`src/rtl/pt_serialiser_pkg.sv`:
```
// Shared types for the word-to-beat serialiser.
// The beat-count type lives in the module because its width depends on parameters.
package pt_serialiser_pkg;

    typedef enum logic {
        ST_IDLE   = 1'b0,
        ST_ACTIVE = 1'b1
    } state_t;

endpackage

```
`src/rtl/pt_serialiser.sv`:
```
// Word-to-beat serialiser: splits an IN_W word into IN_W/OUT_W beats, LSB slice first.
// Defining PT_SERIALISER_LAST_EN adds the o_rd_last output that marks the final beat.
//
// state     | meaning
// ----------+------------------------------------------------
// ST_IDLE   | no word held, upstream may push
// ST_ACTIVE | word held, beat r_beat presented downstream
module pt_serialiser
    import pt_serialiser_pkg::*;
#(
    parameter  int IN_W      = 32,
    parameter  int OUT_W     = 8,
    localparam int NUM_BEATS = IN_W / OUT_W,
    localparam int BEAT_W    = (NUM_BEATS > 1) ? $clog2(NUM_BEATS) : 1
) (
    input  logic              i_clk,
    input  logic              i_rst_n,
    input  logic [IN_W-1:0]   i_wr_data,
    input  logic              i_wr_valid,
    output logic              o_wr_ready,
    output logic [OUT_W-1:0]  o_rd_data,
    output logic              o_rd_valid,
    input  logic              i_rd_ready,
    output logic [BEAT_W-1:0] o_beat,
    output logic              o_busy
`ifdef PT_SERIALISER_LAST_EN
    ,
    output logic              o_rd_last
`endif
);

    typedef logic [BEAT_W-1:0] beat_t;
    localparam beat_t LAST_BEAT = beat_t'(NUM_BEATS - 1);

    if (((IN_W % OUT_W) != 0) || (NUM_BEATS < 2)) begin : g_param_check
        $error("pt_serialiser: IN_W must be a multiple of OUT_W giving at least two beats");
    end

    state_t                         r_state;
    state_t                         w_state_nxt;
    beat_t                          r_beat;
    beat_t                          w_beat_nxt;
    logic [IN_W-1:0]                r_hold;
    logic                           w_load;
    logic                           w_push;
    logic                           w_pop;
    logic                           w_last;
    logic [NUM_BEATS-1:0][OUT_W-1:0] w_slices;

    assign w_last     = (r_beat == LAST_BEAT);
    // Ready on the last beat lets the next word land in the same cycle, so there is no bubble.
    assign o_wr_ready = (r_state == ST_IDLE) || (w_last && i_rd_ready);
    assign o_rd_valid = (r_state == ST_ACTIVE);
    assign o_busy     = (r_state == ST_ACTIVE);
    assign w_push     = i_wr_valid && o_wr_ready;
    assign w_pop      = o_rd_valid && i_rd_ready;

    assign w_slices   = r_hold;
    assign o_rd_data  = w_slices[r_beat];
    assign o_beat     = r_beat;

`ifdef PT_SERIALISER_LAST_EN
    assign o_rd_last  = o_rd_valid && w_last;
`endif

    always_comb begin
        w_state_nxt = r_state;
        w_beat_nxt  = r_beat;
        w_load      = 1'b0;
        case (r_state)
            ST_IDLE: begin
                if (w_push) begin
                    w_state_nxt = ST_ACTIVE;
                    w_beat_nxt  = '0;
                    w_load      = 1'b1;
                end
            end
            ST_ACTIVE: begin
                if (w_pop) begin
                    if (!w_last) begin
                        w_beat_nxt = r_beat + beat_t'(1);
                    end else if (w_push) begin
                        w_beat_nxt = '0;
                        w_load     = 1'b1;
                    end else begin
                        w_state_nxt = ST_IDLE;
                        w_beat_nxt  = '0;
                    end
                end
            end
            default: begin
                w_state_nxt = ST_IDLE;
                w_beat_nxt  = '0;
            end
        endcase
    end

    always_ff @(posedge i_clk or negedge i_rst_n) begin
        if (!i_rst_n) begin
            r_state <= ST_IDLE;
            r_beat  <= '0;
            r_hold  <= '0;
        end else begin
            r_state <= w_state_nxt;
            r_beat  <= w_beat_nxt;
            if (w_load) begin
                r_hold <= i_wr_data;
            end
        end
    end

endmodule

```
`config.mk`:
```
export PLATFORM = sky130hd
export DESIGN_NAME = pt_serialiser
export DESIGN_NICKNAME = d
export VERILOG_FILES = /design/src/rtl/pt_serialiser_pkg.sv /design/src/rtl/pt_serialiser.sv
export SDC_FILE = /design/constraint.sdc
export NUM_CORES = 1
export LEC_CHECK = 0
export ABC_AREA = 1
export CORE_MARGIN = 2
export CORE_UTILIZATION = 40
export CTS_BUF_LIST = sky130_fd_sc_hd__clkbuf_16
export DETAILED_ROUTE_END_ITERATION = 12
export GPL_ROUTABILITY_DRIVEN = 0
export PLACE_DENSITY = 0.68
export SYNTH_ARGS = -nofsm -noshare
export SYNTH_HDL_FRONTEND = slang
export SYNTH_SLANG_ARGS = --single-unit
```
`constraint.sdc`:
```
create_clock -name i_clk -period 3.58 [get_ports i_clk]
set_input_delay 0.716 -clock i_clk [delete_from_list [all_inputs] [get_ports i_clk]]
set_output_delay 0.716 -clock i_clk [all_outputs]
set_load 0.05 [all_outputs]
```
==> Word level (Yosys, flattened, before mapping) <==
Cells that the tools add are included.
{ "op_classes": {"bitwise_logic": 1, "n_shift": 0, "n_mul": 0, "muxes": 13, "n_lt_le_gt_ge": 1, "n_eq_ne": 3, "n_div": 0, "n_reduce_logical": 5, "addsub": 1} }
{ "op_table": {"columns": ["cell", "n"], "rows": [
  ["8-bit binary-select mux with 2-bit select", 1],
  ["8-bit two-way mux", 1],
  ["2-bit two-way mux", 3],
  ["1-bit two-way mux", 5],
  ["1-bit one-hot mux with 2 select lines", 2],
  ["2-bit one-hot mux with 2 select lines", 1],
  ["1-bit logical AND", 3],
  ["2-bit by 3-bit < comparator with 1-bit output (second input constant)", 1],
  ["2-bit by 1-bit adder with 2-bit output (second input constant)", 1],
  ["2-bit equality test (second input constant)", 1],
  ["2-bit by 1-bit != test with 1-bit output (second input constant)", 1],
  ["2-bit != test (second input constant)", 1],
  ["2-bit AND reduction", 1],
  ["1-bit logical OR", 1],
  ["1-bit inverter", 1]
]} }
{ "totals": {"wordCells": 27, "output_inout_bits": 13, "memories": 0, "mem_bits_rw": 0, "mem_bits_ro": 0, "latchBits": 0, "reg_bits": 35} }

==> Depth between registers and ports, before layout <==
{ "logic_depth": {"depth_word": 8, "mapped_depth": 7, "mapped_depth_nobuf": 6} }

==> Worst setup path after synthesis <==
No wires, ideal clock.
{ "synth_path": {"path_type": "register to output", "from": "reg r_beat[0] (netlist: o_beat[0])", "to": "out o_rd_data[0]", "stages_incl_launch_ff": 6, "setup_slack_ns": 1.325, "arrival_time_ns": 1.539, "t_required_ns": 2.864, "cell_sequence": "dfrtp_1 -> buf_2 -> clkinv_1 -> nand2_1 -> nand3_1 -> nand2_1"} }
{ "synth_between": {"elab_chain_cells": 2} }
{ "synth_lines": {"columns": ["element", "line_no", "source"], "rows": [
  ["from (decl)", "pt_serialiser.sv:41", "beat_t r_beat;"],
  ["from (signal assigned)", "pt_serialiser.sv:105", "r_beat <= w_beat_nxt;"],
  ["8-bit binary-select mux with 2-bit select", "pt_serialiser.sv:59", "assign o_rd_data = w_slices[r_beat];"],
  ["8-bit two-way mux (implied by the code)", "pt_serialiser.sv:59", null],
  ["to (decl)", "pt_serialiser.sv:21", "output logic [OUT_W-1:0] o_rd_data,"]
]} }
Every way passes these cells. The select of a mux whose other input is x is not followed.

==> Worst setup path after layout <==
{ "layout_path": {"from": "reg r_beat[1] (netlist: o_beat[1])", "to": "out o_rd_data[4]"} }
Same word-level chain as after synthesis.

==> summary.txt <==
CTS tree: done
P&R area growth vs syn: 31.81%
initial antenna violation count: 0
WS Path Type: reg2out
# clock sinks: 35
Slew Limit Fails: 0
Yosys top cell area share: 47.07%
Max Cap Viol: 0
Clock Tree Buf Depth: 2
clock-pin slew on the worst setup and hold paths: 0.06 ns
layout cells sized above 1: 10.42%
Layout fillers: 440
PD cells: 960.0 nW/µm²
Post-synth EDFFs: 0
Routed Antenna Nets: 0
hold slack: 0.4687 ns
Die Wd: 72.20 µm
Hold Fails Final Rpt: 0
combinational family with the most area after synthesis: simple AND/OR/NAND/NOR gates
DRT iter0 DRCs: 120
WP data required: 2.86 ns
routed length per placed instance: 12.35 µm
cell taking the most area after synthesis: dfrtp_1
RSZ-0062 raised after global routing: no
DR vias: 1652
Rel. slew slack: 62.76%
Unique masters post-synth: 16
leak pwr: 0.001277 µW
row count: 24
Post-Route Setup TNS: 0 ns
Port Buffers: 48
fin crit period: 2.837 ns
top cells by area, synth: dfrtp_1 47%, nand2_1 18%, nand3_1 14%
Slew @ Worst Pin: 0.5569 ns
Syn Std Cell Area: 1861 µm²
first-pass GRT wire length: 7210 µm
CTS buffer count: 5
Fmax: 0.3524 GHz
Synth async-reset ratio: 100.0%
top-count cell post-synth: nand2_1
Yosys reg bits: 35
die area: 5213 µm²
Final setup violation count: 0
GRT Total Usage: 18.20%
post-DR vias/cell: 4.859
H-tree depth: 2
largest net degree at the start of global routing: 36
multi-input logic area: 757.0 µm²
Post-CTS Resized: 0
final setup skew: 0.005813 ns
Synth top cells by count: 91 x nand2_1, 51 x nand3_1, 35 x dfrtp_1, 28 x inv_1, 11 x nand2_2
post-synthesis sequential area ratio: 47.07%
core area: 4414 µm²
Die Y: 72.20 µm
period utilisation layout: 79.26%
min-delay worst type: reg2reg
cts hold-fix bufs: 0
number of synthesis warnings: 0
routed wire length: 4198 µm
CP max FO: 12
GRT overflow: 0
prevailing post-synth register cell: dfrtp_1
clock latency on the worst-skew pair: 0.28 ns
post-synthesis simple-gate area fraction: 40.01%
Net Count, Synth: 281
hpwl dp: 2797 µm
Post-Syn Instances: 244
Initial Utilization: 42.15%
vias in the first global route: 1587
postcts setup bufs: 0
CP Capture Type: output pin
Synth Area in Compound Gates: 0%
DRC: 0
mux cell area share after synthesis: 0%
Synth Area in Adders: 0.6725%
Final #Nets: 324
outcome: finished, final reports clean
I/O pin cnt: 49
xor and xnor fraction of the mapped netlist area: 0%
Reg area: 875.8 µm²
Crit path arrival time: 2.12 ns
Max VDD drop: 463.2 µV
root buffer selected by CTS: clkbuf_16
syn_area_per_cell: 7.625 µm²
# diodes: 0
TritonRoute pass-1 iters: 4
CP startpoint kind: register
[where the power goes]
group,internal (µW),leakage [µW],switching [µW],total (µW)
registers,575,0.000434,123,699
clock network,256,0.0000658,164,420
logic,434,0.000777,802,1240
[sequential cells by signal, summed over array words and instances (netlist names)]
signal / count
o_beat: 2
o_busy: 1
r_hold: 32
[layer usage]
layer	share of wire, %	wire, µm	vias to the layer above	global-route usage (%)
li1	-	-	834	-
met1	44	1859	756	23.43
met2	48	1999	50	28.85
met3	5.5	230	12	4.306
met4	2.6	109	0	8.805
met5	0	0	-	0
[cell families (layout without fill, tap and decap cells)]
group | Yosys count | in the layout
flip-flops | 35 | 35
buffers and inverters | 44 | 88
AND/OR/NAND/NOR | 164 | 164
adder cells (fa/ha/maj) | 1 | 1
[per-stage QoR]
step / cell area (µm²) / worst slack [ns] / total power [µW] / util (%) / instances
floorplan: 1861 / 1.325 / 1604 / - / 244
global placement: 2307 / 0.9610 / 1933 / 52.27 / 332
detailed placement: 2307 / 0.9519 / 1948 / 52.27 / 332
CTS: 2452 / 0.7372 / 2382 / 55.56 / 340
global route: 2452 / 0.6059 / 2528 / 55.56 / 340
finish: 2452 / 0.7426 / 2354 / 55.56 / 340
[cell usage in the layout (no fill, tap or decap), drive strengths merged]
cell	instances
or2	8
clkinvlp	2
clkinv	2
nand3	51
inv	28
clkdlybuf4s50	47
nand4	1
dfrtp	35
clkbuf	5
nand2	104
ha	1
buf	4
[layout make-up]
| cell class | instances | share of cell area (%) |
|---|---|---|
| Sequential cell | 35 | 35.71 |
| Multi-Input combinational cell | 165 | 30.87 |
| Timing Repair Buffer | 51 | 20.41 |
| Clock buffer | 5 | 5.102 |
| Inverter | 29 | 4.439 |
| Tap cell | 52 | 2.653 |
| Clock inverter | 3 | 0.8163 |
[worst paths after layout]
check	from	end	slack, ns	cells past startpoint
worst max-delay path	o_beat[1]	o_rd_data[4]	0.74	4
worst min-delay path	r_hold[21]	r_hold[21]	0.47	2
worst max register to register	o_beat[1]	r_hold[25]	1.65	6
worst min register to register	r_hold[21]	r_hold[21]	0.47	2
max in group asynchronous	i_rst_n	r_hold[29]	2.41	2
min in group asynchronous	i_rst_n	r_hold[17]	0.85	2
[critical path, cell delays in order, from the launching register on]
cell             delay [ns]
dfrtp_1                0.54
inv_1                  0.29
nand3_1                0.11
nand2_1                0.08
clkdlybuf4s50_1        0.81
No activity file was read; power rests on OpenSTA's default activity.
